**src/rtl/datagram_transmitter_pkg.sv**
```systemverilog
// Shared link constants and types for the inter-board datagram link.
// The receiver imports the same package so both ends agree on framing.
package datagram_transmitter_pkg;

    localparam int          DGT_CLK_FREQ    = 100_000_000;
    localparam int          DGT_BAUD        = 115200;
    localparam int          DGT_MESSAGE_SIZE = 16;
    localparam logic [7:0]  DGT_HEADER_BYTE = 8'hA5;
    localparam int          DGT_GAP_BITS    = 2;

    function automatic int calc_clks_per_bit(input int clk_freq, input int baud);
        return clk_freq / baud;
    endfunction

    function automatic int calc_nbytes(input int bits);
        return (bits + 7) / 8;
    endfunction

    localparam int DGT_CLKS_PER_BIT = calc_clks_per_bit(DGT_CLK_FREQ, DGT_BAUD);

    typedef enum logic [1:0] {
        IDLE,
        HEADER,
        PAYLOAD,
        GAP
    } tx_state_t;

endpackage

```
**src/rtl/datagram_transmitter_if.sv**
```systemverilog
// Valid/ready datagram handoff into the transmitter.
interface datagram_transmitter_if
    import datagram_transmitter_pkg::*;
#(
    parameter int MESSAGE_SIZE = DGT_MESSAGE_SIZE
);
    logic [MESSAGE_SIZE-1:0] datagram;
    logic                    send_valid;
    logic                    send_ready;

    modport master (output datagram, output send_valid, input send_ready);
    modport slave  (input datagram, input send_valid, output send_ready);
endinterface

```
**src/rtl/datagram_transmitter_uart_tx_byte.sv**
```systemverilog
// 8N1 byte serialiser. The shifter idles at all-ones so its LSB is the line.
module uart_tx_byte #(
    parameter int CLKS_PER_BIT = 16
) (
    input  logic       clk,
    input  logic       rst,
    input  logic       start,
    input  logic [7:0] data,
    output logic       tx,
    output logic       done
);
    localparam int              CNT_W     = $clog2(CLKS_PER_BIT);
    localparam logic [CNT_W-1:0] BAUD_LAST = CNT_W'(CLKS_PER_BIT - 1);

    logic [CNT_W-1:0] baud_q, baud_d;
    logic [3:0]       bit_q, bit_d;
    logic [9:0]       sh_q, sh_d;
    logic             active_q, active_d;

    always_ff @(posedge clk) begin
        if (rst) begin
            baud_q   <= '0;
            bit_q    <= '0;
            sh_q     <= '1;
            active_q <= 1'b0;
        end else begin
            baud_q   <= baud_d;
            bit_q    <= bit_d;
            sh_q     <= sh_d;
            active_q <= active_d;
        end
    end

    always_comb begin
        baud_d   = baud_q;
        bit_d    = bit_q;
        sh_d     = sh_q;
        active_d = active_q;
        // A start in the stop bit's last cycle chains bytes with no idle gap.
        if (start) begin
            baud_d   = '0;
            bit_d    = '0;
            sh_d     = {1'b1, data, 1'b0};
            active_d = 1'b1;
        end else if (active_q) begin
            if (baud_q == BAUD_LAST) begin
                baud_d = '0;
                sh_d   = {1'b1, sh_q[9:1]};
                if (bit_q == 4'd9) begin
                    active_d = 1'b0;
                    bit_d    = '0;
                end else begin
                    bit_d = bit_q + 4'd1;
                end
            end else begin
                baud_d = baud_q + 1'b1;
            end
        end
    end

    assign tx   = sh_q[0];
    assign done = active_q && (baud_q == BAUD_LAST) && (bit_q == 4'd9);

endmodule

```
**src/rtl/datagram_transmitter.sv**
```systemverilog
// Frames one datagram as header byte + payload bytes (MSB first) over 8N1,
// followed by an idle-high gap before the next datagram is accepted.
module datagram_transmitter
    import datagram_transmitter_pkg::*;
#(
    parameter int         CLK_FREQ     = DGT_CLK_FREQ,
    parameter int         BAUD         = DGT_BAUD,
    parameter int         MESSAGE_SIZE = DGT_MESSAGE_SIZE,
    parameter logic [7:0] HEADER_BYTE  = DGT_HEADER_BYTE,
    parameter int         GAP_BITS     = DGT_GAP_BITS
) (
    input  logic                   clk,
    input  logic                   rst,
    datagram_transmitter_if.slave  tx_if,
    output logic                   TxD,
    output logic                   busy,
    output logic                   frame_done
);
    localparam int CLKS_PER_BIT = calc_clks_per_bit(CLK_FREQ, BAUD);
    localparam int NBYTES       = calc_nbytes(MESSAGE_SIZE);
    localparam int SH_W         = NBYTES * 8;
    localparam int IDX_W        = $clog2(NBYTES + 1);
    localparam int GAP_CYC      = GAP_BITS * CLKS_PER_BIT;
    localparam int GAP_W        = $clog2(GAP_CYC + 1);

    localparam logic [IDX_W-1:0] IDX_LAST = IDX_W'(NBYTES - 1);
    localparam logic [GAP_W-1:0] GAP_LAST = GAP_W'(GAP_CYC - 1);

    tx_state_t        state_q, state_d;
    logic [SH_W-1:0]  sh_q, sh_d;
    logic [IDX_W-1:0] idx_q, idx_d;
    logic [GAP_W-1:0] gap_q, gap_d;

    logic       accept;
    logic       byte_start;
    logic [7:0] byte_data;
    logic       byte_done;

    assign accept = tx_if.send_valid && (state_q == IDLE);

    always_ff @(posedge clk) begin
        if (rst) begin
            state_q <= IDLE;
            sh_q    <= '0;
            idx_q   <= '0;
            gap_q   <= '0;
        end else begin
            state_q <= state_d;
            sh_q    <= sh_d;
            idx_q   <= idx_d;
            gap_q   <= gap_d;
        end
    end

    always_comb begin
        state_d    = state_q;
        sh_d       = sh_q;
        idx_d      = idx_q;
        gap_d      = gap_q;
        byte_start = 1'b0;
        byte_data  = sh_q[SH_W-1 -: 8];
        case (state_q)
            IDLE: begin
                if (accept) begin
                    sh_d                    = '0;
                    sh_d[MESSAGE_SIZE-1:0]  = tx_if.datagram;
                    byte_start              = 1'b1;
                    byte_data               = HEADER_BYTE;
                    idx_d                   = '0;
                    gap_d                   = '0;
                    state_d                 = HEADER;
                end
            end
            HEADER: begin
                // Top byte goes out now; shifting keeps the next one at the top.
                if (byte_done) begin
                    byte_start = 1'b1;
                    sh_d       = sh_q << 8;
                    idx_d      = '0;
                    state_d    = PAYLOAD;
                end
            end
            PAYLOAD: begin
                if (byte_done) begin
                    if (idx_q == IDX_LAST) begin
                        gap_d   = '0;
                        state_d = GAP;
                    end else begin
                        byte_start = 1'b1;
                        sh_d       = sh_q << 8;
                        idx_d      = idx_q + 1'b1;
                    end
                end
            end
            GAP: begin
                if (gap_q == GAP_LAST) begin
                    state_d = IDLE;
                end else begin
                    gap_d = gap_q + 1'b1;
                end
            end
            default: state_d = IDLE;
        endcase
    end

    uart_tx_byte #(
        .CLKS_PER_BIT (CLKS_PER_BIT)
    ) u_tx_byte (
        .clk   (clk),
        .rst   (rst),
        .start (byte_start),
        .data  (byte_data),
        .tx    (TxD),
        .done  (byte_done)
    );

    assign tx_if.send_ready = (state_q == IDLE);
    assign busy             = (state_q != IDLE);
    assign frame_done       = (state_q == GAP) && (gap_q == GAP_LAST);

endmodule
```
**src/flat_wrapper.sv**
```systemverilog
// flat-port wrapper written by rule: the top's interface ports become plain ports
module datagram_transmitter_flat import datagram_transmitter_pkg::*;
#(
    parameter int         CLK_FREQ     = DGT_CLK_FREQ,
    parameter int         BAUD         = DGT_BAUD,
    parameter int         MESSAGE_SIZE = DGT_MESSAGE_SIZE,
    parameter logic [7:0] HEADER_BYTE  = DGT_HEADER_BYTE,
    parameter int         GAP_BITS     = DGT_GAP_BITS
)
  (clk, rst, TxD, busy, frame_done, tx_if_datagram, tx_if_send_valid, tx_if_send_ready);
  datagram_transmitter_if #(.MESSAGE_SIZE(MESSAGE_SIZE)) tx_if_i ();
  input  logic clk;
  input  logic rst;
  output logic TxD;
  output logic busy;
  output logic frame_done;
  input wire logic [$bits(tx_if_i.datagram)-1:0] tx_if_datagram;
  input wire logic [$bits(tx_if_i.send_valid)-1:0] tx_if_send_valid;
  output wire logic [$bits(tx_if_i.send_ready)-1:0] tx_if_send_ready;
  assign tx_if_i.datagram = tx_if_datagram;
  assign tx_if_i.send_valid = tx_if_send_valid;
  assign tx_if_send_ready = tx_if_i.send_ready;
  datagram_transmitter #(.CLK_FREQ(CLK_FREQ), .BAUD(BAUD), .MESSAGE_SIZE(MESSAGE_SIZE), .HEADER_BYTE(HEADER_BYTE), .GAP_BITS(GAP_BITS)) u_core (.clk(clk), .rst(rst), .tx_if(tx_if_i), .TxD(TxD), .busy(busy), .frame_done(frame_done));
endmodule
```
**config.mk**
```make
export PLATFORM = sky130hd
export DESIGN_NAME = datagram_transmitter_flat
export DESIGN_NICKNAME = d
export VERILOG_FILES = /design/src/rtl/datagram_transmitter_pkg.sv /design/src/rtl/datagram_transmitter_if.sv /design/src/rtl/datagram_transmitter_uart_tx_byte.sv /design/src/rtl/datagram_transmitter.sv /design/src/flat_wrapper.sv
export SDC_FILE = /design/constraint.sdc
export NUM_CORES = 1
export LEC_CHECK = 0
export CORE_UTILIZATION = 52
export DETAILED_ROUTE_END_ITERATION = 12
export PLACE_DENSITY = 0.7
export SYNTH_ARGS = -nofsm -noshare
export SYNTH_HDL_FRONTEND = slang
export SYNTH_SLANG_ARGS = --single-unit
```
**constraint.sdc**
```tcl
create_clock -name clk -period 2.76 [get_ports clk]
set_input_delay 0.276 -clock clk [delete_from_list [all_inputs] [get_ports clk]]
set_output_delay 0.276 -clock clk [all_outputs]
set_load 0.005 [all_outputs]
```
==> impl_metrics.toml, run 1 <==
[routing]
routed_via_density = 5.754
wirelength_um = 5704
drc = 0
drtIter0Drc = 120
num_vias = 2313
dr.pass1.iters = 4
wl_per_cell_um = 14.19
ant_nets = 0

[clock_network]
htreeDepth = 2
root_buffer = "clkbuf_8"
post_cts_resized = 0
cts_setup_buffers = 0
cts_buffer_depth = 2
hold_buffers = 0
clock_sinks = 55
cts_buffers = 5
path_clk_slew_ns = 0.10
cts_tree = "done"
clock_latency_ns = 0.31

[min_path]
worstHoldStart = "u_core.u_tx_byte.sh_q[5]"
min_path_cells = 2
holdPathEnd = "u_core.u_tx_byte.sh_q[4]"
hold_class = "reg2reg"

[sta]
hold_viol = 0
setup_tns_ns = 0
min_period_ns = 2.429
finalSetupViolations = 0
rsz0062_at_grt = "no"
maxSlewHeadroom = 0.2514
setup_ws_ns = 0.3307
clock-skew-final_ns = 0.006094
hold_slack_ns = 0.4718
max_freq_mhz = 411.6
worst_pin_slew_ns = 1.119
slew_violations = 0
period_share = 0.8802

[synthesis]
avgSynthCellArea_um2 = 8.985
synth_cells = 309
async_flop_share = 0
syn_area_um2 = 2776
syn-num-nets = 335
ys_seq_area_frac = 0.3966
synth_ff_type = "dfxtp_1"
synth_seq_cells = 55
synth_cell_types = 50
ys_warn_count = 0
synth_edf_count = 0

[power_and_ir_drop]
peakVddDrop_mv = 0.7365
leakagePower_nw = 1.196
finalPower_mw = 2.841
p_per_area_nw_per_um2 = 888.2

[global_route]
antenna_found_initial = 0
grt_max_degree = 22
grt_usage = 0.2178
grt_overflow = 0
grt_pass1_wl_um = 9342
grt_pass1_vias = 2039

[place]
dp_cells = 394
dpl-instance-area_um2 = 3063
dp_hpwl_um = 4050
post-place-ws_ns = 0.3974
io_buffers = 22
gp_congestion = 0.8209

[die]
fp-row-count = 26
die_h_um = 75.07
core_um2 = 5140
die_x_um = 75.07
initial_utilization = 0.5402
die_area_um2 = 5636
io_pins = 23

[final_layout]
finalInstanceArea_um2 = 3199
drive_gt1_frac = 0.06928
antenna_cells = 0
area_growth_pct = 15.23
stdcell_count = 402
fillers = 460
finalNetCount = 357
final_util = 0.6224

[run_status]
outcome = "finished clean"

[setup_path]
reg2reg_depth = 5
startpoint_type = "register"
r2r_slack_ns = 0.33
crit_fanout = 17
max_stage_delay_ns = 0.54
cp.arrival_ns = 2.66
worstPathRequired_ns = 2.99
reg2reg_from = "u_core.u_tx_byte.active_q"
path_cells = "or4b_4 -> or4_4 -> o2bb2ai_4 -> a21oi_1 -> a211oi_1"
end_kind = "register"
critPathKind = "reg2reg"
worst-path-buf-inv = 0
rr_endpoint = "u_core.sh_q[14]"
path_delay_family = "simple AND/OR/NAND/NOR gates"
crit_slowest_cell = "or4b_4"

[run]
maxCapViolations = 0
layer usage:
metal | global-route usage | share of wire
met1 | 0.3040 | 0.50
met2 | 0.3353 | 0.46
met3 | 0.04284 | 0.029
met4 | 0.07547 | 0.013
met5 | 0 | 0
placed cells by master, fill, tap and decap left out, drive strengths merged, types with 3 or more instances in the layout:
cell,instances
nand3,10
or3,3
and4,4
nand4,10
clkbuf,5
o21ai,18
mux2i,14
xnor2,4
buf,7
nand4b,9
a211oi,10
o211ai,4
nand2,16
xor2,14
nand2b,4
nor2b,4
clkdlybuf4s50,22
nor3,8
and3,4
a221oi,5
inv,15
ha,7
nor2,30
a21oi,23
dfxtp,55
state kept, by name (all words and copies together), names as in the netlist:
signal,cells
u_core.state_q,2
u_core.u_tx_byte.sh_q,9
u_core.sh_q,16
u_core.u_tx_byte.active_q,1
u_core.u_tx_byte.bit_q,4
u_core.u_tx_byte.baud_q,10
u_core.gap_q,11
u_core.idx_q,2
worst max-delay path by stage:
stage                                from         endpoint  slack [ns]  cells after the start
2_1_floorplan  u_core.u_tx_byte.baud_q[0]  u_core.sh_q[12]        0.54                      6
3_3_place_gp    u_core.u_tx_byte.active_q  u_core.sh_q[12]        0.42                      5
3_5_place_dp    u_core.u_tx_byte.active_q  u_core.sh_q[14]        0.40                      5
4_1_cts         u_core.u_tx_byte.active_q  u_core.sh_q[14]        0.33                      5
5_1_grt         u_core.u_tx_byte.active_q  u_core.sh_q[12]        0.21                      5
6_report        u_core.u_tx_byte.active_q  u_core.sh_q[14]        0.33                      5
Yosys cell counts (3+ instances only):
cell type  instances  area (µm²)
a21oi_1           22       110.1
xnor2_1            4       35.03
nand2b_1           4       25.02
or3_1              3       18.77
nor2_1            29       108.9
mux2i_1           14       140.1
nand4_1           10       62.56
nand3_1           10       50.05
nor2b_1            4       25.02
dfxtp_1           55        1101
o211ai_1           4       30.03
a221oi_1           5       43.79
nand4b_1           9       78.83
ha_1               7       87.58
a211oi_1           9       67.56
nand2_1           16       60.06
inv_1             15       56.30
and3_1             4       25.02
o21ai_0           17       85.08
xor2_1            14       122.6
and4_1             4       35.03
nor3_1             8       40.04
clkbuf_1           9       33.78
report_power, final:
part | total [mW] | switching, mW | leakage, nW | internal (mW)
combinational | 1.19 | 0.688 | 0.683 | 0.506
sequential | 1.02 | 0.0897 | 0.449 | 0.933
clock | 0.626 | 0.264 | 0.0644 | 0.362
total | 2.84 | 1.04 | 1.20 | 1.80
logic make-up (layout without fill, tap and decap cells):
kind of cell,Yosys count,count (layout),share of synthesized area
xor gates and xnor gates,18,18,0.05678
DFF,55,55,0.3966
AOI/OAI and AO/OA,71,71,0.1771
buffers and inverters,29,52,0.04687
and+or+nand+nor,115,115,0.2406
muxes,14,14,0.05047
adders and majority gates,7,7,0.03154
area by class of cell:
cell class	count	area, µm²	area share
Multi-Input combinational cell	225	1545	0.4830
Sequential cell	55	1101	0.3442
Timing Repair Buffer	29	272.8	0.08526
Tap cell	70	87.58	0.02738
Clock buffer	5	68.82	0.02151
Clock inverter	3	67.56	0.02112
Inverter	15	56.30	0.01760
worst min-delay path, cell delays in order, from the launching register on:
cell and delay (ns):
dfxtp_1 0.32, inv_1 0.04, o21ai_0 0.06
No activity file was read; power rests on OpenSTA's default activity.
==> run 2, diff against run 1 <==
Settings changed: CORE_UTILIZATION 52 to 30, GPL_ROUTABILITY_DRIVEN from default to 0, PLACE_DENSITY 0.7 to 0.44.
==> impl_metrics.toml, run 2 (synthesis gave the netlist of run 1 again) <==
[setup_path]
crit_slowest_cell = "or4_4"
cp.arrival_ns = 2.63
crit_fanout = 17
critPathKind = "reg2reg"
startpoint_type = "register"
worstPathRequired_ns = 2.99
worst-path-buf-inv = 0
end_kind = "register"
max_stage_delay_ns = 0.63
path_cells = "ha_1 -> nand4b_1 -> or4_4 -> o2bb2ai_4 -> a21oi_1 -> a211oi_1"
path_delay_family = "simple AND/OR/NAND/NOR gates"

[sta]
maxSlewHeadroom = 0.2367
period_share = 0.8700
finalSetupViolations = 0
worst_pin_slew_ns = 1.141
hold_viol = 0
hold_slack_ns = 0.4818
min_period_ns = 2.401
setup_tns_ns = 0
clock-skew-final_ns = 0.008953
rsz0062_at_grt = "no"
slew_violations = 0
max_freq_mhz = 416.4

[routing]
wl_met3_um = 217
routed_via_density = 5.156
wirelength_um = 6176
dr.pass1.iters = 4
drc = 0
num_vias = 2284
dr_wl_met2_um = 2634
m1WireLength_um = 3244
drtIter0Drc = 50
wl_per_cell_um = 13.94
routed.top_layer = "met4"
ant_nets = 0

[global_route]
grt_overflow = 0
grt_pass1_vias = 2205
grt_usage = 0.1376
grt_pass1_wl_um = 10700
antenna_found_initial = 0
grt_max_degree = 27

[clock_network]
root_buffer = "clkbuf_8"
cts_tree = "done"
cts_setup_buffers = 0
htreeDepth = 2
clock_sinks = 55
cts_buffers = 5
cts_buffer_depth = 2
post_cts_resized = 0
clock_latency_ns = 0.31
hold_buffers = 0
path_clk_slew_ns = 0.11

[final_layout]
final_util = 0.3695
layout_common_cells = "dfxtp_1, nor2_1, a21oi_1, clkdlybuf4s50_1, o21ai_0"
top_register = "u_core.sh_q"
fillers = 923
mostFrequentLayoutCell = "dfxtp_1"
reg_top3 = "u_core.sh_q (16), u_core.gap_q (11), u_core.u_tx_byte.baud_q (10)"
multi_input_area_um2 = 1545
largest_reg_flops = 16
area_growth_pct = 17.76
regArea_um2 = 1101
drive_gt1_frac = 0.07761
stdcell_count = 443
finalInstanceArea_um2 = 3269
finalNetCount = 360
antenna_cells = 0

[place]
dpl-instance-area_um2 = 3133
dp_cells = 435
dp_hpwl_um = 4475
io_buffers = 22

[run_status]
outcome = "finished clean"

[die]
die_area_um2 = 9643
die_h_um = 98.20
fp-row-count = 34
core_um2 = 8848
initial_utilization = 0.3138
io_pins = 23
die_x_um = 98.20

[run]
maxCapViolations = 0

[min_path]
hold_class = "reg2reg"

[power_and_ir_drop]
peakVddDrop_mv = 0.4302
p_per_area_nw_per_um2 = 883.6
leakagePower_nw = 1.211
-- run 2: per-stage QoR --
step           setup WS [ns]  total power, mW
4_1_cts               0.3522            2.924
3_3_place_gp          0.3907            2.284
5_1_grt               0.1678            3.108
6_report              0.3587            2.889
3_5_place_dp          0.3894            2.277
2_1_floorplan         0.5413            1.944
-- run 2: power by group --
part	leakage (nW)	total, mW	internal, mW	switching [mW]
combinational	0.698	1.24	0.520	0.716
sequential	0.449	1.01	0.933	0.0779
clock	0.0644	0.642	0.362	0.280
total	1.21	2.89	1.81	1.07
-- run 2: tightest hold or removal path: cells and delay by family (launching register included) --
kind,cells,cell delay [ns]
DFF,1,0.32
AOI/OAI and AO/OA,2,0.13
-- run 2: layout make-up --
class,instances,area share
clock inverter,3,0.02067
sequential,55,0.3368
clock buffer,5,0.02105
inverter,15,0.01722
timing repair buffer,32,0.09032
tap,108,0.04133
multi-input combinational,225,0.4726
-- run 2: final timing paths --
| path | start | endpoint | slack [ns] | depth (start not counted) |
|---|---|---|---|---|
| hold reg to reg | u_core.sh_q[0] | u_core.sh_q[0] | 0.48 | 2 |
| setup / recovery | u_core.u_tx_byte.baud_q[0] | u_core.sh_q[14] | 0.36 | 6 |
| setup reg to reg | u_core.u_tx_byte.baud_q[0] | u_core.sh_q[14] | 0.36 | 6 |
| hold / removal | u_core.sh_q[0] | u_core.sh_q[0] | 0.48 | 2 |
-- run 2: per-layer routing --
layer / GRT usage / up-vias
met5: 0 / -
met4: 0.04248 / 0
met3: 0.02935 / 5
met2: 0.2189 / 37
met1: 0.1862 / 1069
li1: - / 1173
